### config.mk
export PLATFORM = sky130hd
export DESIGN_NAME = pipe_stage_reg
export DESIGN_NICKNAME = d
export VERILOG_FILES = /design/src/rtl/pipe_stage_reg.sv
export SDC_FILE = /design/constraint.sdc
export NUM_CORES = 1
export LEC_CHECK = 0
export BUFFER_PORTS_ARGS = -buffer_cell sky130_fd_sc_hd__buf_2
export CAP_MARGIN = 20
export CORE_MARGIN = 2
export CORE_UTILIZATION = 55
export CTS_BUF_LIST = sky130_fd_sc_hd__clkbuf_16
export CTS_CLUSTER_SIZE = 40
export DETAILED_ROUTE_END_ITERATION = 16
export PLACE_DENSITY = 0.86
export SLEW_MARGIN = 20
export SYNTH_ARGS = -nofsm -noshare
export SYNTH_HDL_FRONTEND = slang
export SYNTH_SLANG_ARGS = --single-unit
### constraint.sdc
create_clock -name clk -period 3.97 [get_ports clk]
set_input_delay 0.397 -clock clk [delete_from_list [all_inputs] [get_ports clk]]
set_output_delay 0.397 -clock clk [all_outputs]
set_load 0.02 [all_outputs]
### src/rtl/pipe_stage_reg.sv
// Inter-stage pipeline register with valid/ready flow control, stall, flush and optional skid entry.
// Optional PIPE_STAGE_PERF_EN adds saturating stall/bubble counters on stall_cnt_o/bubble_cnt_o.
module pipe_stage_reg #(
  parameter int unsigned DATA_W             = 32,
  parameter int unsigned CTRL_W             = 3,
  parameter int unsigned SKID               = 1,
  parameter int unsigned CLR_CTRL_ON_BUBBLE = 1
) (
  input  logic              clk,
  input  logic              reset,
  input  logic              valid_i,
  output logic              ready_o,
  input  logic [CTRL_W-1:0] ctrl_i,
  input  logic [DATA_W-1:0] data_i,
  output logic              valid_o,
  input  logic              ready_i,
  output logic [CTRL_W-1:0] ctrl_o,
  output logic [DATA_W-1:0] data_o,
  input  logic              flush_i
`ifdef PIPE_STAGE_PERF_EN
  ,
  output logic [31:0]       stall_cnt_o,
  output logic [31:0]       bubble_cnt_o
`endif
);

  logic              mValidQ, mValidD;
  logic [CTRL_W-1:0] mCtrlQ, mCtrlD;
  logic [DATA_W-1:0] mDataQ, mDataD;
  logic              sValidQ, sValidD;
  logic [CTRL_W-1:0] sCtrlQ, sCtrlD;
  logic [DATA_W-1:0] sDataQ, sDataD;
  logic              accept;
  logic              mFree;

  // With SKID the ready path depends only on state, so no ready_i -> ready_o combinational path.
  always_comb begin
    if (reset) begin
      ready_o = 1'b0;
    end else if (SKID != 0) begin
      ready_o = !sValidQ;
    end else begin
      ready_o = ready_i || !mValidQ;
    end
  end

  assign accept = valid_i && ready_o;
  assign mFree  = ready_i || !mValidQ;

  always_comb begin
    mValidD = mValidQ;
    mCtrlD  = mCtrlQ;
    mDataD  = mDataQ;
    sValidD = sValidQ;
    sCtrlD  = sCtrlQ;
    sDataD  = sDataQ;
    if (flush_i) begin
      mValidD = 1'b0;
      sValidD = 1'b0;
    end else if (SKID != 0) begin
      if (mFree) begin
        if (sValidQ) begin
          mValidD = 1'b1;
          mCtrlD  = sCtrlQ;
          mDataD  = sDataQ;
          sValidD = 1'b0;
        end else if (accept) begin
          mValidD = 1'b1;
          mCtrlD  = ctrl_i;
          mDataD  = data_i;
        end else begin
          mValidD = 1'b0;
        end
      end else if (accept) begin
        // Downstream stalled while M is full: park the incoming bundle in S.
        sValidD = 1'b1;
        sCtrlD  = ctrl_i;
        sDataD  = data_i;
      end
    end else begin
      if (accept) begin
        mValidD = 1'b1;
        mCtrlD  = ctrl_i;
        mDataD  = data_i;
      end else if (ready_i && mValidQ) begin
        mValidD = 1'b0;
      end
    end
  end

  always_ff @(posedge clk) begin
    if (reset) begin
      mValidQ <= 1'b0;
      mCtrlQ  <= '0;
      mDataQ  <= '0;
      sValidQ <= 1'b0;
      sCtrlQ  <= '0;
      sDataQ  <= '0;
    end else begin
      mValidQ <= mValidD;
      mCtrlQ  <= mCtrlD;
      mDataQ  <= mDataD;
      sValidQ <= sValidD;
      sCtrlQ  <= sCtrlD;
      sDataQ  <= sDataD;
    end
  end

  assign valid_o = mValidQ;
  assign data_o  = mDataQ;

  // Killed or empty slots must not leak RegWrite/PCSrc downstream.
  always_comb begin
    if (CLR_CTRL_ON_BUBBLE != 0 && !mValidQ) begin
      ctrl_o = '0;
    end else begin
      ctrl_o = mCtrlQ;
    end
  end

`ifdef PIPE_STAGE_PERF_EN
  logic [31:0] stallCntQ, bubbleCntQ;

  always_ff @(posedge clk) begin
    if (reset) begin
      stallCntQ  <= '0;
      bubbleCntQ <= '0;
    end else begin
      if (mValidQ && !ready_i && stallCntQ != '1) begin
        stallCntQ <= stallCntQ + 32'd1;
      end
      if (!mValidQ && ready_i && bubbleCntQ != '1) begin
        bubbleCntQ <= bubbleCntQ + 32'd1;
      end
    end
  end

  assign stall_cnt_o  = stallCntQ;
  assign bubble_cnt_o = bubbleCntQ;
`else
  // Counters not built; datapath is unchanged.
`endif

  // S only ever holds the younger of two bundles.
  skidImpliesMain: assert property (@(posedge clk) disable iff (reset) sValidQ |-> mValidQ);

  heldStable: assert property (@(posedge clk) disable iff (reset)
    (mValidQ && !ready_i && !flush_i) |=> (mValidQ && $stable(mDataQ) && $stable(mCtrlQ)));

endmodule

Word-level counts from Yosys, hierarchy flattened --
Index checks and enable logic that the tools add are counted.
Storage, ports and cells: register bits 72, input port bits 40, output and inout bits 37, logic and storage cells 25
Operators by class: mux-type cells 8, bitwise logic cells 2, reduce and logical (&&, ||, !) cells 9
Operator list (count):
- $mux 32 | 2
- $mux 3 | 3
- $reduce_and 3->1 | 2
- $mux 1 | 3
- $reduce_or 3->1 | 1
- $logic_not 1->1 | 2
- $not 1->1 | 2
- $reduce_bool 2->1 | 1
- $reduce_or 2->1 | 1
- $logic_and 1x1->1 | 1
- $logic_or 1x1->1 | 1

Logic depth before layout (Yosys ltp) --
Gate-level depths: netlist of run 1.
depth in word-level cells 5, depth in mapped cells 5, depth with buffers taken out 3

Worst setup path before layout of run 1 --
OpenSTA, ideal clock, no wires.
path type input port to output port, start input port reset, end output port ready_o, arrival 1332 ps, required time 3573 ps, setup slack 2241 ps, stages on the path 5, buffers on the path 4, path through buf_6 > buf_2 > buf_2 > buf_1 > nor2_1
Between the ends: longest elaborated chain between the ends 1
Ends and longest elaborated chain:
- from (decl) | line 10 | input logic reset,
- $mux 1 | line 38 | if (reset) begin
- to (decl) | line 12 | output logic ready_o,
Every way passes these cells.

Worst setup path in the final report of run 1 --
start register sValidQ, end register sDataQ[0]
Between the ends: longest elaborated chain between the ends 4
Ends and longest elaborated chain:
- from (decl) | line 30 | logic sValidQ, sValidD;
- from (signal assigned) | line 103 | sValidQ <= sValidD;
- $logic_not 1->1 | line 41 | ready_o = !sValidQ;
- $mux 1 | line 38
- $logic_and 1x1->1 | line 47 | assign accept = valid_i && ready_o;
- $reduce_and 3->1 (no line)
- to (signal assigned) | line 105 | sDataQ <= sDataD;
- to (decl) | line 32 | logic [DATA_W-1:0] sDataQ, sDataD;
Every way passes these cells. A chain may end at the register's enable or synchronous reset.

==> impl_metrics.tcl, run 1 <==
set metrics [dict create \
    avgSynthCellArea_um2 9.355 \
    crit_family "buffers and inverters" \
    htree_levels 3 \
    critPathMaxFanout 27 \
    power.internal_uw 1199 \
    seqPwrFrac_pct 47.5 \
    ir_worst_vdd_mv 0.2545 \
    clk_path_buf_depth 2 \
    slowest_delay_ns 0.59 \
    crit_arrival_ns 2.55 \
    first_pass_iters 4 \
    fin_crit_ns 2.295 \
    final_common_cell "buf_2" \
    globalRouteOverflowTotal 0 \
    post_drt_wl_per_cell_um 14.55 \
    startpoint_type "register" \
    p_sw_uw 371.1 \
    synthesis.nets 405 \
    drc 0 \
    layout_worst_path_cycle_share_pct 57.82 \
    viasPerCell 5.528 \
    crit_path_end_kind "register" \
    ant_nets 0 \
    fin_nets 465 \
    antenna_found_initial 0 \
    path_buf_inv 2 \
    grt_pass1_vias 2545 \
    gp_congestion 0.7221 \
    rsz0062_at_grt "false" \
    max_slew_margin_pct 40.67 \
    yosysWarnings 0 \
    n_fill_cell 485 \
    slew_viol_final 0 \
    outcome "complete, no violations" \
    finClkSkew_ns 0.003463 \
    wirelength_mm 7.302 \
    fmax_mhz 435.7 \
    cp_cell_sequence "buf_4 -> nand2b_1 -> buf_4 -> o21ai_0 -> a21oi_1" \
    netlist_area_mm2 0.003415 \
    cts_hold_buf 0 \
    rows 28 \
    power_density_mw_per_mm2 397.1 \
    ys_ff_latch 72 \
    slowest_stage "dfxtp_2" \
    crit_required_ns 4.22 \
    clkSlewWorstSetupHoldPaths_ns 0.05 \
    ios 77 \
    cts_buffers 9 \
    post_cts_buffers 0 \
    root_buffer "clkbuf_16" \
    grt_max_degree 89 \
    syn_inst 365 \
    coreArea_mm2 0.005956 \
    switching_share_pct 23.63 \
    drive_gt1_share_pct 27.87 \
    clock_latency_ns 0.33 \
    p_clk_share_pct 43.3 \
    tns_ns 0 \
    grt.total_usage_pct 22.41 \
    placedInstanceArea_mm2 0.003712 \
    worst_slew_pin_slew_ns 0.8859 \
    tritoncts "done" \
    yosysSeqAreaShare_pct 42.21 \
    yosysTopAreaCell "dfxtp_1" \
    io_buffers 76 \
    synth.top_cell.area_share_pct 42.21 \
    die_w_um 82.79 \
    maxCapViolCount 0 \
    drtIter0Drc 211 \
    via_count 2775 \
    cpMostUsedCell "buf_4" \
    leakage_uw 0.001628 \
    setup.worst_path.class "register to register" \
    cts_sinks 72 \
    dieArea_mm2 0.006854 \
    dp_hpwl_mm 4.859 \
    most-common-layout-cells "buf_2, dfxtp_1, nor2_1, nor2b_1" \
    power_frac_comb_pct 9.2 \
    instances_no_fill 502 \
    synth.distinct_cells 23 \
    dp.cells 489 \
    hp-class "primary input to register" \
    setup_violations 0 \
    area_delta_synth_final_pct 15.83 \
    diodes 0 \
    finish.instance_area_mm2 0.003955 \
    hold_viol 0 \
    die_h_um 82.79 \
    synthTopCellsByArea "dfxtp_1, mux2i_1, mux2_2" \
    start_util_pct 57.33 \
    grt_first_pass_wirelength_mm 11.65 \
    fin_util_pct 66.41 \
    cts-resized-gates 0 \
]
## power by group through the flow
stage | clock network [uW] | logic (uW) | registers, uW
after floorplan | 0 | 80.1 | 774
after global placement | 0 | 142 | 760
after detailed placement | 0 | 145 | 760
after CTS | 689 | 145 | 745
after global routing | 716 | 159 | 747
final | 680 | 145 | 746
## synth_stat cells, drive strengths merged
cell	count
buf	21
a211oi	1
dfxtp	72
nor2b	37
a21oi	35
nor2	38
or4b	1
nand2b	2
nor4b	1
clkbuf	12
mux2	35
mux2i	35
o21ai	35
inv	1
and2	3
o211ai	1
nand3	35
## sequential cells by signal, indices dropped and copies added, names as in the netlist
| name | flops |
|---|---|
| sDataQ | 32 |
| mCtrlQ | 3 |
| valid_o | 1 |
| sValidQ | 1 |
| data_o | 32 |
| sCtrlQ | 3 |
## layout make-up
type | count | area [um^2] | area share [%]
Clock buffer | 9 | 225.2 | 5.694
Inverter | 1 | 3.754 | 0.09491
Clock inverter | 4 | 17.52 | 0.4429
Sequential cell | 72 | 1443 | 36.48
Multi-Input combinational cell | 259 | 1744 | 44.10
Timing Repair Buffer | 82 | 427.9 | 10.82
Tap cell | 75 | 93.84 | 2.373
## metrics by stage
stage	setup WS, ns	hold slack (ns)	total power, uW
after floorplan	2.241	0.4535	854.5
after global placement	1.788	0.4637	902.5
after detailed placement	1.720	0.4716	905.1
after CTS	1.705	0.3115	1580
after global routing	1.480	0.3297	1621
final	1.675	0.3235	1571
## worst paths after layout
| kind | depth (start not counted) | slack (ns) | to | from |
|---|---|---|---|---|
| setup reg to reg | 5 | 1.67 | sDataQ[0] | sValidQ |
| hold / removal | 2 | 0.32 | valid_o | flush_i |
| hold reg to reg | 2 | 0.48 | sDataQ[16] | sDataQ[16] |
| setup / recovery | 5 | 1.67 | sDataQ[0] | sValidQ |
## cells by family after synthesis
kind of cell    synth area share, %
simple gates                  18.10
compound gates                11.10
flops                         42.21
mux                           21.80
buf+inv                       6.778
## metal layers
| metal | global-route usage, % | vias to the layer above | part of all wire (%) |
|---|---|---|---|
| li1 | - | 1375 | - |
| met1 | 30.07 | 1300 | 46 |
| met2 | 34.60 | 87 | 46 |
| met3 | 3.571 | 13 | 5.8 |
| met4 | 12.13 | 0 | 2.5 |
| met5 | 0 | - | 0 |
## worst reg2reg max path, stage by stage (launching register included)
cell and delay, ns:
dfxtp_2 0.59, buf_4 0.49, nand2b_1 0.50, buf_4 0.36, o21ai_0 0.12, a21oi_1 0.16
No activity file was read; power rests on OpenSTA's default activity.
==> inputs of run 2 (changes only) <==
--- a/config.mk
+++ b/config.mk
@@ -8,11 +8,11 @@
 export BUFFER_PORTS_ARGS = -buffer_cell sky130_fd_sc_hd__buf_2
 export CAP_MARGIN = 20
 export CORE_MARGIN = 2
-export CORE_UTILIZATION = 55
+export CORE_UTILIZATION = 54
 export CTS_BUF_LIST = sky130_fd_sc_hd__clkbuf_16
 export CTS_CLUSTER_SIZE = 40
 export DETAILED_ROUTE_END_ITERATION = 16
-export PLACE_DENSITY = 0.86
+export PLACE_DENSITY = 0.85
 export SLEW_MARGIN = 20
 export SYNTH_ARGS = -nofsm -noshare
 export SYNTH_HDL_FRONTEND = slang
==> constraint.sdc (replaced) <==
create_clock -name clk -period 2.4 [get_ports clk]
set_input_delay 0.24 -clock clk [delete_from_list [all_inputs] [get_ports clk]]
set_output_delay 0.24 -clock clk [all_outputs]
set_load 0.02 [all_outputs]
==> run 2 against run 1 <==
Compared with the run above:
- flip-flop and latch count unchanged
- utilization up 1.2 points
- hold slack worse by 0.15 ns
- die area up 1.8%
- cell count up 1.0%
- maximum frequency up 24%
- clock power up 100%
- first-iteration DRC count down 46%
- largest power group is now the clock network
- worst setup slack worse by 1.1 ns
- critical path depth down 1
==> impl_metrics.tcl, run 2 (synthesized netlist as in run 1, its figures left out) <==
set metrics [dict create \
    instances_no_fill 507 \
    seqPwrFrac_pct 43.4 \
    drive_gt1_share_pct 28.24 \
    viasPerCell 5.540 \
    grt_pass1_vias 2660 \
    globalRouteOverflowTotal 0 \
    wirelength_mm 7.372 \
    finish.instance_area_mm2 0.004073 \
    maxCapViolCount 0 \
    clkSlewWorstSetupHoldPaths_ns 0.05 \
    post_cts_buffers 0 \
    via_count 2809 \
    power.internal_uw 2209 \
    setup_violations 0 \
    tritoncts "done" \
    fin_crit_ns 1.858 \
    drtIter0Drc 114 \
    most-common-layout-cells "buf_2, dfxtp_1, nor2_1, nor2b_1" \
    dp_hpwl_mm 4.738 \
    gp_congestion 0.8096 \
    diodes 0 \
    ir_worst_vdd_mv 0.5680 \
    grt_max_degree 59 \
    rsz0062_at_grt "false" \
    crit_path_end_kind "register" \
    max_slew_margin_pct 53.23 \
    startpoint_type "register" \
    cts_sinks 72 \
    power_frac_comb_pct 8.6 \
    rows 28 \
    dp.cells 492 \
    antenna_found_initial 0 \
    critPathMaxFanout 20 \
    switching_share_pct 22.22 \
    htree_levels 3 \
    finClkSkew_ns 0.005233 \
    final_common_cell "buf_2" \
    root_buffer "clkbuf_16" \
    worst_slew_pin_slew_ns 0.6984 \
    layout_worst_path_cycle_share_pct 77.41 \
    placedInstanceArea_mm2 0.003772 \
    setup.worst_path.class "register to register" \
    slew_viol_final 0 \
    dieArea_mm2 0.006976 \
    drc 0 \
    post_drt_wl_per_cell_um 14.54 \
    area_delta_synth_final_pct 19.27 \
    hp-class "primary input to register" \
    die_w_um 83.52 \
    leakage_uw 0.001673 \
    coreArea_mm2 0.006026 \
    fmax_mhz 538.3 \
    fin_nets 468 \
    start_util_pct 56.67 \
    crit_required_ns 2.64 \
    power_density_mw_per_mm2 697.5 \
    ant_nets 0 \
    first_pass_iters 4 \
    clk_path_buf_depth 2 \
    io_buffers 76 \
    fin_hold_ws_ns 0.1710 \
    cts_buffers 9 \
    hold_viol 0 \
    ios 77 \
    grt.total_usage_pct 21.51 \
    p_clk_share_pct 48.0 \
    cts_hold_buf 0 \
    tns_ns 0 \
    grt_first_pass_wirelength_mm 12.17 \
    die_h_um 83.52 \
    outcome "complete, no violations" \
    clock_latency_ns 0.33 \
    p_sw_uw 631.3 \
    crit_arrival_ns 2.10 \
    cts-resized-gates 0 \
]
[run 2: cell types whose count changed in the layout (fill, tap and decap cells not counted)]
cell / previous run / this run
bufinv_16: 0 / 2
clkinv_2: 2 / 0
inv_1: 3 / 1
buf_12: 0 / 3
clkinv_1: 0 / 4
[run 2: cell type report]
cell class / count / area, um^2
fill: 470 / 1953
multi-input combinational: 259 / 1744
sequential: 72 / 1443
timing repair buffer: 85 / 488.0
clock buffer: 9 / 225.2
tap: 75 / 93.84
clock inverter: 6 / 75.07
inverter: 1 / 3.754
[run 2: power by group through the flow]
stage	clock [uW]	sequential [uW]	combinational, uW
6_report	1360	1230	246
5_1_grt	1430	1240	268
4_1_cts	1380	1230	247
3_5_place_dp	0	1260	245
3_3_place_gp	0	1260	241
2_1_floorplan	0	1280	132
[run 2: per-stage QoR]
stage | util [%] | setup WS (ns) | power [uW]
2_1_floorplan | - | 0.8440 | 1413
3_3_place_gp | 62.60 | 0.6753 | 1498
3_5_place_dp | 62.60 | 0.6108 | 1503
4_1_cts | 67.59 | 0.5201 | 2857
5_1_grt | 67.59 | 0.4116 | 2933
6_report | 67.59 | 0.5421 | 2841
[run 2: path summary, 6_finish.rpt]
check,startpoint,endpoint,slack (ns),cells past startpoint
hold / removal,data_i[0],sDataQ[0],0.17,3
hold reg to reg,sDataQ[0],sDataQ[0],0.47,2
setup reg to reg,sValidQ,sDataQ[1],0.54,4
setup / recovery,sValidQ,sDataQ[1],0.54,4
[run 2: per-layer routing]
layer / up-vias / global-route usage (%) / routed length [um]
li1: 1386 / - / -
met1: 1320 / 26.79 / 3193
met2: 89 / 35.70 / 3628
met3: 14 / 5.143 / 401
met4: 0 / 9.091 / 148
met5: - / 0 / 0
[run 2: critical path, stage by stage, from the launching register on]
cell     delay, ns
dfxtp_2       0.48
nor2b_2       0.63
buf_4         0.37
nand3_1       0.10
a21oi_1       0.19
